[src/rtl/ram_burst_decoder.sv]
`default_nettype none
// ============================================================================
// Module   : ram_burst_decoder
// Brief    : Turns filtered RAM bus strobes into addressed burst words
//            queued in a small output FIFO.
// Revision : 1.0 - initial release
// ============================================================================
module ram_burst_decoder #(
    parameter int WAIT_CYCLES     = 2,
    parameter int FIFO_DEPTH      = 4,
    parameter int READ_ON_NEGEDGE = 0
) (
    input  logic        mclk,
    input  logic        reset,
    input  logic [22:0] filter_a,
    input  logic [15:0] filter_d,
    input  logic [1:0]  filter_ublb,
    input  logic        filter_read,
    input  logic        filter_write,
    input  logic        filter_addr_latch,
    input  logic        filter_strobe,
    input  logic [15:0] nfilter_d,
    input  logic        nfilter_strobe,
    output logic        out_valid,
    input  logic        out_ready,
    output logic [22:0] out_addr,
    output logic [15:0] out_data,
    output logic [1:0]  out_ublb,
    output logic        out_write,
    output logic        out_first,
    output logic        overflow
);

    localparam int c_AW     = $clog2(FIFO_DEPTH);
    localparam int c_PW     = c_AW + 1;
    localparam int c_WCW    = (WAIT_CYCLES < 2) ? 1 : $clog2(WAIT_CYCLES + 1);
    localparam int c_WORD_W = 43;
    localparam logic [c_WCW-1:0] c_WAIT_INIT = c_WCW'(WAIT_CYCLES);

    typedef enum logic [1:0] {
        S_IDLE  = 2'd0,
        S_WAIT  = 2'd1,
        S_BURST = 2'd2
    } state_t;

    state_t              r_state, w_state_nxt;
    logic [22:0]         r_base, w_base_nxt;
    logic [c_WCW-1:0]    r_wait, w_wait_nxt;
    logic                r_first, w_first_nxt;
    logic                r_pend_valid, w_pend_valid_nxt;
    logic [25:0]         r_pend_info, w_pend_info_nxt;   // {addr, ublb, first}
    logic                r_overflow;

    logic                w_push;
    logic [c_WORD_W-1:0] w_push_word;
    logic                w_pend_drop;

    logic [c_PW-1:0]     r_wptr, r_rptr;
    logic [c_WORD_W-1:0] r_mem [FIFO_DEPTH];
    logic                w_empty, w_full, w_pop, w_wr_en, w_push_lost;
    logic [c_WORD_W-1:0] w_head;

    always_comb begin
        w_state_nxt      = r_state;
        w_base_nxt       = r_base;
        w_wait_nxt       = r_wait;
        w_first_nxt      = r_first;
        w_pend_valid_nxt = r_pend_valid;
        w_pend_info_nxt  = r_pend_info;
        w_push           = 1'b0;
        w_push_word      = '0;
        w_pend_drop      = 1'b0;

        if (filter_strobe) begin
            // A pending negedge read that never got its data is lost.
            w_pend_drop      = r_pend_valid;
            w_pend_valid_nxt = 1'b0;
            if (filter_addr_latch) begin
                w_base_nxt  = filter_a;
                w_wait_nxt  = c_WAIT_INIT;
                w_first_nxt = 1'b1;
                w_state_nxt = (WAIT_CYCLES == 0) ? S_BURST : S_WAIT;
            end else begin
                case (r_state)
                    S_WAIT: begin
                        if (r_wait != '0) begin
                            w_wait_nxt = r_wait - c_WCW'(1);
                        end
                        if (r_wait <= c_WCW'(1)) begin
                            w_state_nxt = S_BURST;
                        end
                    end
                    S_BURST: begin
                        if (filter_read || filter_write) begin
                            if (filter_write || (READ_ON_NEGEDGE == 0)) begin
                                w_push      = 1'b1;
                                w_push_word = {r_base, filter_d, filter_ublb, filter_write, r_first};
                            end else begin
                                w_pend_valid_nxt = 1'b1;
                                w_pend_info_nxt  = {r_base, filter_ublb, r_first};
                            end
                            w_base_nxt  = r_base + 23'd1;
                            w_first_nxt = 1'b0;
                        end else begin
                            w_state_nxt = S_IDLE;
                        end
                    end
                    default: ;
                endcase
            end
        end else if (nfilter_strobe && r_pend_valid) begin
            w_push           = 1'b1;
            w_push_word      = {r_pend_info[25:3], nfilter_d, r_pend_info[2:1], 1'b0, r_pend_info[0]};
            w_pend_valid_nxt = 1'b0;
        end
    end

    always_ff @(posedge mclk or negedge reset) begin
        if (!reset) begin
            r_state      <= S_IDLE;
            r_base       <= '0;
            r_wait       <= '0;
            r_first      <= 1'b0;
            r_pend_valid <= 1'b0;
            r_pend_info  <= '0;
        end else begin
            r_state      <= w_state_nxt;
            r_base       <= w_base_nxt;
            r_wait       <= w_wait_nxt;
            r_first      <= w_first_nxt;
            r_pend_valid <= w_pend_valid_nxt;
            r_pend_info  <= w_pend_info_nxt;
        end
    end

    assign w_empty     = (r_wptr == r_rptr);
    assign w_full      = (r_wptr[c_AW] != r_rptr[c_AW]) &&
                         (r_wptr[c_AW-1:0] == r_rptr[c_AW-1:0]);
    assign w_pop       = !w_empty && out_ready;
    assign w_wr_en     = w_push && (!w_full || w_pop);
    assign w_push_lost = w_push && w_full && !w_pop;

    always_ff @(posedge mclk or negedge reset) begin
        if (!reset) begin
            r_wptr     <= '0;
            r_rptr     <= '0;
            r_overflow <= 1'b0;
        end else begin
            if (w_wr_en) begin
                r_wptr <= r_wptr + c_PW'(1);
            end
            if (w_pop) begin
                r_rptr <= r_rptr + c_PW'(1);
            end
            if (w_pend_drop || w_push_lost) begin
                r_overflow <= 1'b1;
            end
        end
    end

    always_ff @(posedge mclk) begin
        if (w_wr_en) begin
            r_mem[r_wptr[c_AW-1:0]] <= w_push_word;
        end
    end

    // Outputs read zero whenever the FIFO is empty, including during reset.
    assign w_head    = w_empty ? '0 : r_mem[r_rptr[c_AW-1:0]];
    assign out_valid = !w_empty;
    assign out_addr  = w_head[42:20];
    assign out_data  = w_head[19:4];
    assign out_ublb  = w_head[3:2];
    assign out_write = w_head[1];
    assign out_first = w_head[0];
    assign overflow  = r_overflow;

endmodule
`default_nettype wire

[config.mk]
export PLATFORM = sky130hd
export DESIGN_NAME = ram_burst_decoder
export DESIGN_NICKNAME = d
export VERILOG_FILES = /design/src/rtl/ram_burst_decoder.sv
export SDC_FILE = /design/constraint.sdc
export NUM_CORES = 1
export LEC_CHECK = 0
export CAP_MARGIN = 20
export CORE_UTILIZATION = 46
export DETAILED_ROUTE_END_ITERATION = 6
export PLACE_DENSITY_LB_ADDON = 0.2
export SLEW_MARGIN = 0
export SYNTH_ARGS = -nofsm -noshare
export SYNTH_HDL_FRONTEND = slang
export SYNTH_SLANG_ARGS = --single-unit
[constraint.sdc]
create_clock -name mclk -period 2.6 [get_ports mclk]
set_clock_uncertainty 0.05 [all_clocks]
set_input_delay 0.52 -clock mclk [delete_from_list [all_inputs] [get_ports mclk]]
set_output_delay 0.52 -clock mclk [all_outputs]
set_load 0.005 [all_outputs]
# Word-level counts from Yosys, hierarchy flattened
# Memory sizes are Yosys's and may differ from the RTL's.
# Index checks and enable logic that the tools add are counted.
op_classes:
  n_addsub: 4
  magnitude_cmp: 1
  n_eq_ne: 7
  mux: 29
  reduce_logical: 22
op_table:
  columns: ["op", "count"]
  rows:
  - ["$mux 43", 5]
  - ["$mux 23", 3]
  - ["$add 23x1->23 const B", 1]
  - ["$mux 20", 1]
  - ["$mux 1", 13]
  - ["$mux 2", 6]
  - ["$reduce_bool 2->1", 6]
  - ["$add 3x1->3 const B", 2]
  - ["$logic_and 1x1->1", 6]
  - ["$ne 3x3->1 const B", 2]
  - ["$reduce_and 3->1", 2]
  - ["$pmux 2 s2", 1]
  - ["$reduce_and 4->1", 1]
  - ["$eq 3x3->1", 1]
  - ["$logic_not 1->1", 3]
  - ["$logic_or 1x1->1", 3]
  - ["$reduce_bool 3->1", 1]
  - ["$eq 2x1->1 const B", 1]
  - ["$eq 2x2->1", 1]
  - ["$eq 2x2->1 const B", 1]
  - ["$le 2x1->1 const B", 1]
  - ["$sub 2x1->2 const B", 1]
  - ["$ne 1x1->1", 1]
totals:
  reg_bits: 36
  ramBits: 172
  input_bits: 65
  mem_count: 1
mem_list:
  columns: ["name", "words", "width", "rd", "rd_ports_with_merged_regs", "wr", "line_no", "source"]
  rows:
  - ["r_mem", 4, 43, 1, 0, 1, "59", "logic [c_WORD_W-1:0] r_mem [FIFO_DEPTH];"]

# Depth between registers and ports, before layout
logic_depth:
  depth_word: 8
  mapped_depth: 6
  mapped_depth_nobuf: 6

# Worst setup path before layout
# Ideal clock, no wire load.
synth_timing:
  kind: "input-to-reg"
  from: "input filter_addr_latch"
  to: "memory r_mem[0][0], enable pin"
  t_arrival_ps: 2421
  slack_ps: -276
  stages: 5
  path_buffers: 2
  path_cell_list: "clkbuf_1 > or3_1 > buf_2 > nor2_4 > and2_1"
synth_via:
  elab_chain_len: 5
synth_rtl:
  columns: ["element", "line_no", "source"]
  rows:
  - ["start, declared", "20", "input logic filter_addr_latch,"]
  - ["$mux 1", "78", "if (filter_addr_latch) begin"]
  - ["$mux 1", "74", "if (filter_strobe) begin"]
  - ["$logic_and 1x1->1", "140", "assign w_wr_en = w_push && (!w_full || w_pop);"]
  - ["$mux 1", "162", "if (w_wr_en) begin"]
  - ["$mux 1 (not written as such)", "163", "r_mem[r_wptr[c_AW-1:0]] <= w_push_word;"]
  - ["end, declared", "59", null]
# Every way passes these cells.

# Final worst setup path
layout_timing:
  from: "register r_rptr[0]"
  to: "output out_addr[19]"
layout_via:
  elab_chain_len: 2
  word_cells_on_any_way: 3
  classes_between: "1 x eq/ne; 1 x mux; 1 x memory"
layout_rtl:
  columns: ["element", "line_no", "source"]
  rows:
  - ["start, declared", "58", "logic [c_PW-1:0] r_wptr, r_rptr;"]
  - ["start signal, assigned", "153", "r_rptr <= r_rptr + c_PW'(1);"]
  - ["$mem_v2 4x43 or $eq 3x3->1 (tied branches)", null, null]
  - ["$mux 43 (*)", "168", "assign w_head = w_empty ? '0 : r_mem[r_rptr[c_AW-1:0]];"]
  - ["end, declared", "26", "output logic [22:0] out_addr,"]
# Every way passes the cells marked *; elsewhere a longest branch is shown, timed or not.

==> flow_summary.ini <==
[timing]
period_minus_slack_ns = 2.62
hold_violations = 0
setup_ws_ns = -0.0185
post-route-period-util = 1.01
relSlewSlack = 0.606
fmax_ghz = 0.382
slew_viol_final = 0
hold_ws_ns = 0.407
totalNegativeSetupSlack_ns = -0.0662
setup_viol = 8
worst_pin_slew_ns = 0.588
rsz0062_at_grt = yes

[pwr]
total_power_uw = 11700
irDropWorstVdd_mv = 0.477
leakagePower_uw = 0.00405
power_density_nw_per_um2 = 1020

[critical_path]
arrival_ns = 2.05
crit_chain = buf_6 -> buf_16 -> mux4_2 -> and2_1 -> dlygate4sd2_1
end_kind = output port
crit_fanout = 5
crit_path_start_kind = flop
max_stage_delay_ns = 0.49
critical_path_class = flop to output port
cp.required_ns = 2.03
cp.buffers_inverters = 3
cpLargestDelayFamily = buffers and inverters
crit_slowest_cell = mux4_2

[clocking]
cts_hold_buf = 0
cts_buffers = 21
clockRootBuffer = clkbuf_16
clock_sinks = 207
path_clk_slew_ns = 0.06
cts_max_level = 1
cts_tree = done
clock_path_buffers = 3
clock_latency_ns = 0.49

[synthesis]
synth_top_cell_area_share = 0.582
yosysWarningCount = 0
avgSynthCellArea_sq_um = 16.0
synth_largest_area_cell = edfxtp_1
ys_seq_area_frac = 0.681
syn_area_sq_um = 8870
ys.flop_type = edfxtp_1
synth-seq-cells = 207
syn_inst = 553
async_flop_share = 0.169
syn-num-nets = 626
ys_types = 43
synthTopCellsByArea = edfxtp_1 58%, mux4_2 11%, dfrtp_1 9.9%, and2_1 6.3%, ha_1 1.1%
synth_edf_count = 172

[placement]
place_inst = 911
io_buffer_count = 92
placed_cell_area_sq_um = 10400
hpwl_um = 11800
gp_congestion = 0.855

[cells_and_area]
seq_area_sq_um = 6040
area_growth_pct = 30.2
final_area_sq_um = 11500
nets = 781
multiInputGateArea_sq_um = 2770
diodes = 0
fill_cells = 1412
finalNonFillerCells = 981
drive_gt1_frac = 0.316

[route]
ant_nets = 0
drcViolationCount = 0
wirelength_um = 19000
routedWlPerCell_um = 19.4
vias = 5292
first_iter_violations = 394
via_per_inst = 5.39
firstDrtPassIters = 5

[global_routing]
grt_pass1_wl_um = 30200
grt_start_max_net_pins = 36
grt_usage = 0.201
grt_pass1_vias = 5395
grt-ovfl-total = 0
antenna_found_initial = 0

[run_status]
violations = setup timing
status = finished, violations left

[run]
maxCapViolations = 0

[die]
initial_core_util = 0.471
die_w_um = 141
rows = 50
die_h_um = 141
core-area_sq_um = 18800
io-pin-count = 110
dieArea_sq_um = 19800

[min_path]
hold_path.class = input pin to asynchronous set/reset pin
==> final cells by class <==
cell class              instances  share of cell area
flip-flops and latches        207               0.524
clock buffers                  29              0.0490
clock inverters                 7             0.00499
inverters                      10             0.00325
repair buffers                160               0.151
multi-input cells             308               0.240
well taps                     260              0.0282
==> cells in the mapped netlist (all sizes together), types with 2 or more instances <==
| cell | n |
|---|---|
| nand3 | 14 |
| and2 | 90 |
| and3 | 3 |
| or3 | 4 |
| buf | 9 |
| edfxtp | 172 |
| inv | 10 |
| and4 | 2 |
| nor3 | 5 |
| a311oi | 3 |
| o22ai | 5 |
| nand4 | 5 |
| a21o | 3 |
| dfrtp | 35 |
| nor3b | 2 |
| nor2 | 21 |
| a31o | 2 |
| ha | 8 |
| xor2 | 3 |
| xnor2 | 4 |
| nand2 | 21 |
| nor4b | 2 |
| o22a | 2 |
| mux2i | 8 |
| o2bb2ai | 2 |
| o21ai | 16 |
| a22oi | 9 |
| clkbuf | 19 |
| o21a | 4 |
| nand2b | 3 |
| mux4 | 43 |
| nor4 | 4 |
| a21oi | 17 |
==> where the power goes <==
part | total, uW | switching, uW | internal [uW]
logic | 4980 | 1840 | 3150
registers | 3990 | 196 | 3790
clock network | 2760 | 1150 | 1610
==> registers in the layout (all words and copies together), names as in the netlist <==
| register | flops |
|---|---|
| r_base | 23 |
| overflow | 1 |
| r_state | 2 |
| r_first | 1 |
| r_wait | 2 |
| r_wptr | 3 |
| r_mem | 172 |
| r_rptr | 3 |
==> stage by stage <==
stage / utilization / setup WS [ns]
global route: 0.613 / -0.0955
global placement: 0.554 / 0.0742
finish: 0.613 / -0.0185
detailed placement: 0.554 / 0.0445
floorplan: - / 0.183
CTS: 0.606 / -0.152
==> timing repair <==
item / in CTS / in global routing
resized for setup: 158 / 89
gates cloned: 5 / 0
setup endpoints to repair: 44 / 44
pin swaps: 18 / 30
buffers inserted: 24 / 13
==> layout by cell type, fill, tap and decap left out, drive strengths merged, types with 9 or more instances in the layout <==
cell type / count
a21oi: 17
a22oi: 9
and2: 90
buf: 94
clkbuf: 44
clkdlybuf4s50: 48
dfrtp: 35
edfxtp: 172
inv: 10
mux4: 43
nand2: 21
nand3: 14
nor2: 21
o21ai: 16
==> routing by layer <==
metal | vias to the layer above | GRT usage | part of all wire
li1 | 2428 | - | -
met4 | 0 | 0.0526 | 0.016
met3 | 22 | 0.0251 | 0.045
met5 | - | 0 | 0
met2 | 167 | 0.355 | 0.51
met1 | 2675 | 0.264 | 0.43
==> kinds of logic after synthesis <==
kind of cell             count (synthesis)  share of synthesized area
buffers and inverters                   38                     0.0174
adder cells (fa/ha/maj)                  8                     0.0113
AO/OA/AOI/OAI                           64                     0.0457
XOR/XNOR                                 7                    0.00691
AND/OR/NAND/NOR                        177                      0.118
multiplexers                            52                      0.120
flip-flops                             207                      0.681
==> path summary, 6_finish.rpt <==
| kind | depth (start not counted) | start | end | slack [ns] |
|---|---|---|---|---|
| hold reg to reg | 1 | overflow | overflow | 0.43 |
| max in group asynchronous | 2 | reset | r_rptr[1] | 1.71 |
| min in group mclk | 1 | overflow | overflow | 0.43 |
| setup reg to reg | 7 | r_rptr[0] | r_mem[0][30] | 0.49 |
| setup / recovery | 5 | r_rptr[0] | out_addr[19] | -0.02 |
| hold / removal | 2 | reset | r_base[18] | 0.41 |
No activity file was read; power rests on OpenSTA's default activity.
